File: config.mk
export PLATFORM = sky130hd
export DESIGN_NAME = rf_write_arbiter
export DESIGN_NICKNAME = d
export VERILOG_FILES = /design/src/rtl/rf_write_arbiter.sv
export SDC_FILE = /design/constraint.sdc
export NUM_CORES = 1
export LEC_CHECK = 0
export CAP_MARGIN = 0
export CORE_MARGIN = 5
export CORE_UTILIZATION = 40
export CTS_CLUSTER_DIAMETER = 60
export DETAILED_ROUTE_END_ITERATION = 10
export PLACE_DENSITY_LB_ADDON = 0.12
export SLEW_MARGIN = 25
export SYNTH_ARGS = -nofsm -noshare
export SYNTH_HDL_FRONTEND = slang
export SYNTH_SLANG_ARGS = --single-unit
File: constraint.sdc
create_clock -name clk -period 5.2 [get_ports clk]
set_input_delay 1.04 -clock clk [delete_from_list [all_inputs] [get_ports clk]]
set_output_delay 1.04 -clock clk [all_outputs]
set_load 0.02 [all_outputs]
File: src/rtl/rf_write_arbiter.sv
// rf_write_arbiter: round-robin arbitration of NREQ write requesters onto a
// single register-file write port. After reset, and on request, it runs an
// automatic clear that writes zero to addresses 1..2^AWL-1.
module rf_write_arbiter #(
  parameter int unsigned AWL  = 8,
  parameter int unsigned DWL  = 32,
  parameter int unsigned NREQ = 4
) (
  input  logic                      clk,
  input  logic                      rst,
  input  logic                      clr_req,
  input  logic [NREQ-1:0]           req_valid,
  input  logic [NREQ*AWL-1:0]       req_addr,
  input  logic [NREQ*DWL-1:0]       req_data,
  output logic [NREQ-1:0]           req_ready,
  output logic                      wen,
  output logic [AWL-1:0]            WA,
  output logic [DWL-1:0]            WD,
  output logic [$clog2(NREQ)-1:0]   grant_id,
  output logic                      busy
);

  localparam int unsigned IDW = $clog2(NREQ);

  typedef enum logic {
    CLEAR = 1'b0,
    ARB   = 1'b1
  } state_t;

  state_t           r_state;
  logic [AWL-1:0]   r_cnt;
  logic [IDW-1:0]   r_last;
  logic             r_wen;
  logic [AWL-1:0]   r_wa;
  logic [DWL-1:0]   r_wd;
  logic [IDW-1:0]   r_gid;
  logic             r_busy;

  state_t           w_state_nxt;
  logic [AWL-1:0]   w_cnt_nxt;
  logic [IDW-1:0]   w_last_nxt;
  logic             w_wen_nxt;
  logic [AWL-1:0]   w_wa_nxt;
  logic [DWL-1:0]   w_wd_nxt;
  logic [IDW-1:0]   w_gid_nxt;
  logic             w_busy_nxt;
  logic [NREQ-1:0]  w_ready;
  logic             w_found;
  logic [IDW-1:0]   w_sel;
  int unsigned      w_idx;
  logic [AWL-1:0]   w_sel_addr;
  logic [DWL-1:0]   w_sel_data;

  // Round-robin search starting one past the last granted requester.
  always_comb begin
    w_found = 1'b0;
    w_sel   = '0;
    w_idx   = 0;
    for (int unsigned k = 0; k < NREQ; k++) begin
      w_idx = (32'(r_last) + k + 1) % NREQ;
      if (!w_found && req_valid[IDW'(w_idx)]) begin
        w_found = 1'b1;
        w_sel   = IDW'(w_idx);
      end
    end
  end

  // Extract the selected requester's address and data payload.
  always_comb begin
    w_sel_addr = '0;
    w_sel_data = '0;
    for (int unsigned i = 0; i < NREQ; i++) begin
      if (IDW'(i) == w_sel) begin
        w_sel_addr = req_addr[i*AWL +: AWL];
        w_sel_data = req_data[i*DWL +: DWL];
      end
    end
  end

  // Next-state and next-output logic for the clear/arbitrate FSM.
  always_comb begin
    w_state_nxt = r_state;
    w_cnt_nxt   = r_cnt;
    w_last_nxt  = r_last;
    w_wen_nxt   = 1'b0;
    w_wa_nxt    = r_wa;
    w_wd_nxt    = r_wd;
    w_gid_nxt   = r_gid;
    w_busy_nxt  = 1'b0;
    w_ready     = '0;
    case (r_state)
      CLEAR: begin
        // Clear requests are ignored here; the sequence never restarts.
        w_wen_nxt  = 1'b1;
        w_wa_nxt   = r_cnt;
        w_wd_nxt   = '0;
        w_busy_nxt = 1'b1;
        if (r_cnt == {AWL{1'b1}}) begin
          w_state_nxt = ARB;
        end else begin
          w_cnt_nxt = r_cnt + AWL'(1);
        end
      end
      ARB: begin
        if (clr_req) begin
          w_state_nxt = CLEAR;
          w_cnt_nxt   = AWL'(1);
        end else if (w_found) begin
          w_ready[w_sel] = 1'b1;
          w_last_nxt     = w_sel;
          w_gid_nxt      = w_sel;
          // Address 0 is hard-wired zero: accept the request but suppress the write.
          if (w_sel_addr != '0) begin
            w_wen_nxt = 1'b1;
            w_wa_nxt  = w_sel_addr;
            w_wd_nxt  = w_sel_data;
          end
        end
      end
      default: begin
        w_state_nxt = CLEAR;
        w_cnt_nxt   = AWL'(1);
      end
    endcase
  end

  // State and registered outputs with synchronous reset.
  always_ff @(posedge clk) begin
    if (rst) begin
      r_state <= CLEAR;
      r_cnt   <= AWL'(1);
      r_last  <= IDW'(NREQ - 1);
      r_wen   <= 1'b0;
      r_wa    <= '0;
      r_wd    <= '0;
      r_gid   <= '0;
      r_busy  <= 1'b0;
    end else begin
      r_state <= w_state_nxt;
      r_cnt   <= w_cnt_nxt;
      r_last  <= w_last_nxt;
      r_wen   <= w_wen_nxt;
      r_wa    <= w_wa_nxt;
      r_wd    <= w_wd_nxt;
      r_gid   <= w_gid_nxt;
      r_busy  <= w_busy_nxt;
    end
  end

  // Ready is combinational and forced low while reset is held.
  assign req_ready = rst ? '0 : w_ready;
  assign wen       = r_wen;
  assign WA        = r_wa;
  assign WD        = r_wd;
  assign grant_id  = r_gid;
  assign busy      = r_busy;

endmodule

Yosys cells after proc, flatten, opt, wreduce, memory -nomap -nowiden. Index checks and enable logic that the tools add are counted.

Word-level logic and storage cells: 93. Input port bits: 167. Register bits: 55.

Eq/ne operators: 9. Reduce and logical (&&, ||, !) cells: 12. Bitwise operators: 2. $add $sub $neg: 7. Mux-type cells: 49. $lt $le $gt $ge: 6.

Operators with widths (number): 32-bit two-way mux (7); 8-bit two-way mux (9); 32-bit case mux with 2 select lines (1); 8-bit case mux with 2 select lines (2); 4-bit two-way mux (4); 2-bit by 3-bit less-than comparator with 1-bit output, second input constant (5); 1-bit two-way mux (15); 2-bit by 1-bit adder with 2-bit output, second input constant (4); 8-bit by 1-bit adder with 8-bit output, second input constant (1); 1-bit binary-select mux with 2-bit select (4); 8-bit equality test, second input constant (1); 2-bit two-way mux (4); 8-bit nonzero test (1); 2-bit inequality test, second input constant (3); 3-bit AND reduction (2); 2-bit adder, second input constant (2); 2-bit equality test, first input constant (2); 1-bit logical AND (4); 2-bit by 1-bit inequality test with 1-bit output, second input constant (2); 1-bit case mux with 2 select lines (2); 1-bit zero test (3); 1-bit demux with 2-bit select (1); 1-bit by 2-bit equality test with 1-bit output, first input constant (1); 2-bit by 1-bit >= comparator with 1-bit output, second input constant (1); 3 further kinds (4).

Depth between registers and ports, before layout. Gate-level depths: netlist (run 1).

Word-level depth: 23. Gate-level depth with buffers: 13. Depth with buffers taken out: 8.

Least setup slack after synthesis (run 1). No wires, ideal clock.

Path type: input-to-output. From: input req_valid[1]. To: output req_ready[2]. Arrival: 2.712 ns. Path slack: 1.448 ns. Data required time: 4.160 ns. Stages: 7. Path buffers: 3. Path through: nor2_1 -> o22a_2 -> clkbuf_1 -> nand2_1 -> clkbuf_1 -> clkbuf_1 -> nor3_1.

Longest elaborated chain between the ends: 20. Elaborated cells between the ends (all ways): 31. Classes of those cells: order compare: 2; mux: 22; reduce/logical: 7.

Ends and longest elaborated chain: from (decl) (line 12) `input logic [NREQ-1:0] req_valid,`; 1-bit binary-select mux with 2-bit select (line 61) `if (!w_found && req_valid[IDW'(w_idx)]) begin`; 1-bit two-way mux (not written as such) (line 61); 1-bit two-way mux (line 61); 1-bit zero test (line 61); 1-bit logical AND (line 61); 1-bit two-way mux (line 61); 1-bit zero test (line 61); 1-bit logical AND (line 61); [... 4 more ...]; 2-bit by 3-bit less-than comparator with 1-bit output (not written as such) or 2-bit by 1-bit >= comparator with 1-bit output (tied branches) (line 109) `w_ready[w_sel] = 1'b1;`; 1-bit logical AND (not written as such) (line 109); 1-bit two-way mux (not written as such) (line 109); 1-bit demux with 2-bit select (line 109); 4-bit two-way mux * (line 108) `end else if (w_found) begin`; 4-bit two-way mux * (line 105) `if (clr_req) begin`; 4-bit two-way mux * (line 91) `case (r_state)`; 4-bit two-way mux * (line 151) `assign req_ready = rst ? '0 : w_ready;`; to (decl) (line 15) `output logic [NREQ-1:0] req_ready,`.

Mark *: on every way between the ends. The rest lies on a longest branch, timed or not. The select of a mux whose other input is x is not followed.

Worst setup path in the final report (run 1).
From: input req_valid[0]. To: output req_ready[3].

Same word-level chain as after synthesis.

==> impl_metrics.yaml, run 1 <==
logic_synthesis:
  seq_area_frac_synth_pct: 32.8
  synthCells: 393
  synth.distinct_cells: 46
  synth_area_um2: 3360
  yosys-top-cells-area: "dfxtp_1 33%, mux4_2 13%, nor2_1 7.1%"
  synthFlopType: "dfxtp_1"
  synth_fp_nets: 561
  syn_area_per_cell_um2: 8.55
  synth_top_area_share_pct: 32.8
  yosysWarnings: 0
  synth_edf_count: 0
  yosysTopAreaCell: "dfxtp_1"
  synth-seq-cells: 55
  async_reset_ff_share_pct: 0
timing:
  skew_ps: 5.16
  period_share_pct: 88.0
  rsz0062_at_grt: "false"
  finalHoldViolCount: 0
  finalSetupViolCount: 0
  max_freq_ghz: 0.219
  tns_ps: 0
  relSlewSlack_pct: 44.9
  slew_viol_final: 0
  max_slew.worst_pin.slew_ps: 823
  fin_crit_ps: 4570
detailed_routing:
  dr.pass1.iters: 4
  dr_wl_met2_um: 6900
  wl_met3_um: 1110
  num_vias: 3833
  drc: 0
  avgRoutedWirePerCell_um: 19.5
  avgViaCountPerCell: 5.52
  wirelength_um: 13500
  highest_layer: "met4"
  detail-route-antenna-nets: 0
  drt_first_iter_violations: 169
  wl_met1_um: 5300
setup_path:
  worstPathRequired_ps: 4160
  cp-start-kind: "input pin"
  cp_slowest_cell: "clkdlybuf4s50_1"
  cpPeakStageDelay_ps: 610
  worstPathCellList: "clkdlybuf4s50_1 > nor2_1 > o22a_2 > and2_4 > and3_1 > clkdlybuf4s50_1"
  worstSetupEndpointType: "primary output"
  cp_common_cell: "clkdlybuf4s50_1"
  crit_fanout: 44
  critPathKind: "input pin to primary output"
  critPathArrivalTime_ps: 3530
die:
  die_h_um: 102
  die_w_um: 102
  initial_core_util_pct: 40.9
  num_rows: 33
  ios: 215
  core_um2: 8220
  dieArea_um2: 10300
global_routing:
  grt_pass1_vias: 3737
  grt_max_degree: 47
  grt_use_total_pct: 24.5
  grt_overflow: 0
  grt_pass1_wl_um: 19700
  antenna_found_initial: 0
clock_tree:
  cts_tree: "yes"
  cts.path.max_buffers: 2
  cts.root.buffer_cell: "clkbuf_8"
  post_cts_resized: 0
  cts_sinks: 55
  numCtsBuffers: 5
  clk_pin_slew_ps: 100
  hold_buffers: 0
  clock_latency_ps: 310
  cts_setup_buffers: 0
  cts_max_level: 2
outcome:
  status: "completed"
cells_and_area:
  final_core_utilization_pct: 69.1
  nets: 757
  syn2layout_area_growth_pct: 68.8
  antenna_cells: 0
  drive_gt1_share_pct: 8.14
power:
  power_frac_clock_pct: 29.4
  power_density_nw_per_um2: 176
  p_seq_share_pct: 43.3
  switchingPower_uw: 256
  p_sw_share_pct: 25.6
  ir_worst_vdd_uv: 125
  internal_power_uw: 745
  p_leak_nw: 2.16
  combPwrFrac_pct: 27.2
place:
  place_congestion: 0.899
  port_buffers: 214
  dpl.hpwl_um: 10800
run:
  drv_cap: 0
min_path:
  hold_path.class: "register to register"
-- registers in the layout (all words and copies together), names as in the netlist --
register	cells
r_cnt	8
WA	8
busy	1
r_last	2
wen	1
grant_id	2
r_state	1
WD	32
-- area by class of cell --
class,count,area [um^2]
repair buffers,223,2210
inverters,15,56.3
fillers,647,2540
multi-input cells,289,2060
clock inverters,3,47.5
well taps,105,131
clock buffers,5,68.8
flip-flops and latches,55,1100
-- cell usage in the layout (no fill, tap or decap), types with 6 or more instances in the layout --
cell type and n:
mux4_2 19, o211a_1 8, dfxtp_1 55, a211oi_1 7, a21oi_1 17, inv_1 15, o21ai_0 14, a22o_1 19
buf_4 9, clkdlybuf4s50_1 214, a21boi_0 9, nand2b_1 6, o2111ai_1 13, nand3_1 22, nor2_1 64, nor3_1 12
nand2_1 31
-- final timing paths --
path | startpoint | to | slack (ps) | cells past startpoint
max reg2reg | r_last[1]$_SDFFE_PP1P_ | WD[10]$_SDFFE_PP0P_ | 1710 | 10
min | WA[4]$_SDFFE_PP0P_ | WA[4]$_SDFFE_PP0P_ | 490 | 2
min reg2reg | WA[4]$_SDFFE_PP0P_ | WA[4]$_SDFFE_PP0P_ | 490 | 2
max | req_valid[0] | req_ready[3] | 630 | 6
-- cell usage after synthesis, types with 2 or more instances --
| master | n |
|---|---|
| nor2_1 | 64 |
| dfxtp_1 | 55 |
| nand2_1 | 32 |
| clkbuf_1 | 24 |
| nand3_1 | 22 |
| a22o_1 | 19 |
| mux4_2 | 19 |
| a21oi_1 | 17 |
| inv_1 | 15 |
| o21ai_0 | 14 |
| o2111ai_1 | 13 |
| nor3_1 | 12 |
| a21boi_0 | 9 |
| o211a_1 | 8 |
| a211oi_1 | 7 |
| nand2b_1 | 6 |
| a2111oi_0 | 5 |
| and3_1 | 4 |
| o22ai_1 | 4 |
| xor2_1 | 4 |
| a21o_1 | 3 |
| a221o_1 | 3 |
| buf_1 | 3 |
| buf_4 | 3 |
| nand4_1 | 3 |
| a211oi_2 | 2 |
| buf_2 | 2 |
| buf_6 | 2 |
| nand3b_1 | 2 |
-- cells by family (layout without fill, tap and decap cells) --
| group | Yosys count | count (layout) | share of synthesized area, % |
|---|---|---|---|
| AND/OR/NAND/NOR | 151 | 151 | 20.5 |
| AO/OA/AOI/OAI | 111 | 111 | 25.4 |
| flip-flops | 55 | 55 | 32.8 |
| buffers and inverters | 49 | 246 | 6.33 |
| multiplexers | 21 | 21 | 13.4 |
| XOR/XNOR | 5 | 5 | 1.30 |
| adder cells (fa/ha/maj) | 1 | 1 | 0.372 |
-- metal layers --
metal  GRT usage, %  vias up
met5              0        -
met3           5.85       17
li1               -     1840
met1           30.1     1825
met4           6.85        0
met2           42.8      151
-- worst max-delay path: cells and delay by family --
kind	cells	cell delay [ps]
compound gates	1	400
simple gates	3	980
buf+inv	2	1100
-- power groups by stage --
stage,clock [mW],combinational [mW],sequential (mW)
global placement,0,0.268,0.443
floorplan,0,0.112,0.445
detailed placement,0,0.271,0.443
CTS,0.301,0.273,0.434
global route,0.320,0.291,0.435
finish,0.295,0.273,0.434
-- through the flow --
stage               power, mW  hold slack (ps)  instance area, um^2  cells  setup slack, ps
floorplan               0.556              465                 3360    393             1450
global placement        0.711              460                 5560    687              688
detailed placement      0.715              466                 5560    687              585
CTS                      1.01              490                 5680    695              660
global route             1.05              508                 5680    695              438
finish                   1.00              488                 5680    695              625
No activity file was read; power rests on OpenSTA's default activity.
==> run 2, diff against run 1 <==
--- a/config.mk
+++ b/config.mk
@@ -7,8 +7,7 @@
 export LEC_CHECK = 0
 export CAP_MARGIN = 0
 export CORE_MARGIN = 5
-export CORE_UTILIZATION = 40
-export CTS_CLUSTER_DIAMETER = 60
+export CORE_UTILIZATION = 33
 export DETAILED_ROUTE_END_ITERATION = 10
 export PLACE_DENSITY_LB_ADDON = 0.12
 export SLEW_MARGIN = 25
==> constraint.sdc (replaced) <==
create_clock -name clk -period 4.1 [get_ports clk]
set_input_delay 0.82 -clock clk [delete_from_list [all_inputs] [get_ports clk]]
set_output_delay 0.82 -clock clk [all_outputs]
set_load 0.02 [all_outputs]
==> run 2 against run 1 <==
  * Setup slack got worse by 300 ps
  * Clock skew fell by 0.55 ps
  * Wire length fell by 0.66%
  * Hold slack got worse by 9.1 ps
  * Critical path depth rose by 1
  * Global-route usage fell by 2.9 points
  * Power rose by 21%
  * Via count fell by 0.37%
  * Clock-buffer cell count did not move
  * Sequential power rose by 27%
  * Critical path type unchanged
  * Sequential share of layout area fell by 0.24 points
==> impl_metrics.yaml, run 2 (synthesis results as in run 1) <==
outcome:
  status: "completed"
global_routing:
  grt_max_degree: 47
  grt_use_total_pct: 21.6
  antenna_found_initial: 0
  grt_pass1_wl_um: 21600
  grt_pass1_vias: 3892
  grt_overflow: 0
min_path:
  min_from: "WA[2]$_SDFFE_PP0P_"
  hold_path.class: "register to register"
power:
  p_leak_nw: 2.18
  ir_worst_vdd_uv: 136
  p_total_mw: 1.21
  power_density_nw_per_um2: 211
cells_and_area:
  largest_reg_flops: 32
  layout_common_cells: "214 x clkdlybuf4s50_1, 64 x nor2_1, 55 x dfxtp_1, 31 x nand2_1, 22 x nand3_1"
  drive_gt1_share_pct: 9.23
  final_core_utilization_pct: 58.3
  fillers: 894
  nets: 763
  antenna_cells: 0
  syn2layout_area_growth_pct: 71.0
  fin_area_um2: 5750
  final-instance-count-excl-fill: 729
  final_common_cell: "clkdlybuf4s50_1"
setup_path:
  critPathArrivalTime_ps: 2950
  worstSetupEndpointType: "primary output"
  regToRegStartpoint: "r_last[1]$_SDFFE_PP1P_"
  worstPathRequired_ps: 3280
  crit_fanout: 12
  critPathKind: "input pin to primary output"
  crit_start: "req_valid[3]"
  cp-start-kind: "input pin"
die:
  num_rows: 36
  ios: 215
  die_h_um: 111
  dieArea_um2: 12300
  initial_core_util_pct: 34.1
  die_w_um: 111
  core_um2: 9860
timing:
  hold_ws_ps: 478
  finalSetupViolCount: 0
  period_share_pct: 92.0
  tns_ps: 0
  max_slew.worst_pin.slew_ps: 676
  finalHoldViolCount: 0
  slew_viol_final: 0
  skew_ps: 4.60
  rsz0062_at_grt: "false"
  relSlewSlack_pct: 55.0
  setup_ws_ps: 328
  max_freq_ghz: 0.265
  fin_crit_ps: 3770
place:
  dpl.hpwl_um: 10500
  port_buffers: 214
  place_congestion: 0.878
  place_inst: 721
  post-place-ws_ps: 259
  placed_area_um2: 5660
clock_tree:
  numCtsBuffers: 5
  post_cts_resized: 0
  cts.root.buffer_cell: "clkbuf_8"
  cts_tree: "yes"
  cts.path.max_buffers: 2
  cts_setup_buffers: 0
  clock_latency_ps: 310
  hold_buffers: 0
  cts_max_level: 2
  cts_sinks: 55
  clk_pin_slew_ps: 100
run:
  drv_cap: 0
detailed_routing:
  avgRoutedWirePerCell_um: 18.5
  dr.pass1.iters: 4
  detail-route-antenna-nets: 0
  drt_first_iter_violations: 218
  drc: 0
  wirelength_um: 13500
  avgViaCountPerCell: 5.24
  num_vias: 3819
## run 2: critical path: stages
cell	delay, ps
clkdlybuf4s50_1	540
nand2b_1	100
a21boi_0	160
o21ai_4	380
buf_4	200
and3_1	140
clkdlybuf4s50_1	610
## run 2: layout make-up
| cell class | instances | area (um^2) | area share (%) |
|---|---|---|---|
| inverter | 15 | 56.3 | 0.980 |
| clock buffer | 5 | 68.8 | 1.20 |
| multi-input combinational | 289 | 2070 | 35.9 |
| sequential | 55 | 1100 | 19.2 |
| tap | 133 | 166 | 2.90 |
| clock inverter | 3 | 22.5 | 0.392 |
| timing repair buffer | 229 | 2270 | 39.4 |
## run 2: layer usage
metal  track usage [%]  wire [um]  vias up
met5                 0          0        -
met4              5.50        188        0
met3              5.95       1180       12
met2              36.3       6560      164
met1              27.4       5530     1785
li1                  -          -     1858
## run 2: worst paths after layout
check                                     endpoint  slack (ps)  cells past startpoint
worst max-delay path                  req_ready[1]         330                      7
worst min-delay path            WA[2]$_SDFFE_PP0P_         480                      2
worst min register to register  WA[2]$_SDFFE_PP0P_         480                      2
worst max register to register  WD[1]$_SDFFE_PP0P_        1150                     10
## run 2: power breakdown
part,switching [mW],internal (mW)
registers,0.00808,0.542
clock network,0.192,0.124
logic,0.128,0.221
total,0.327,0.887
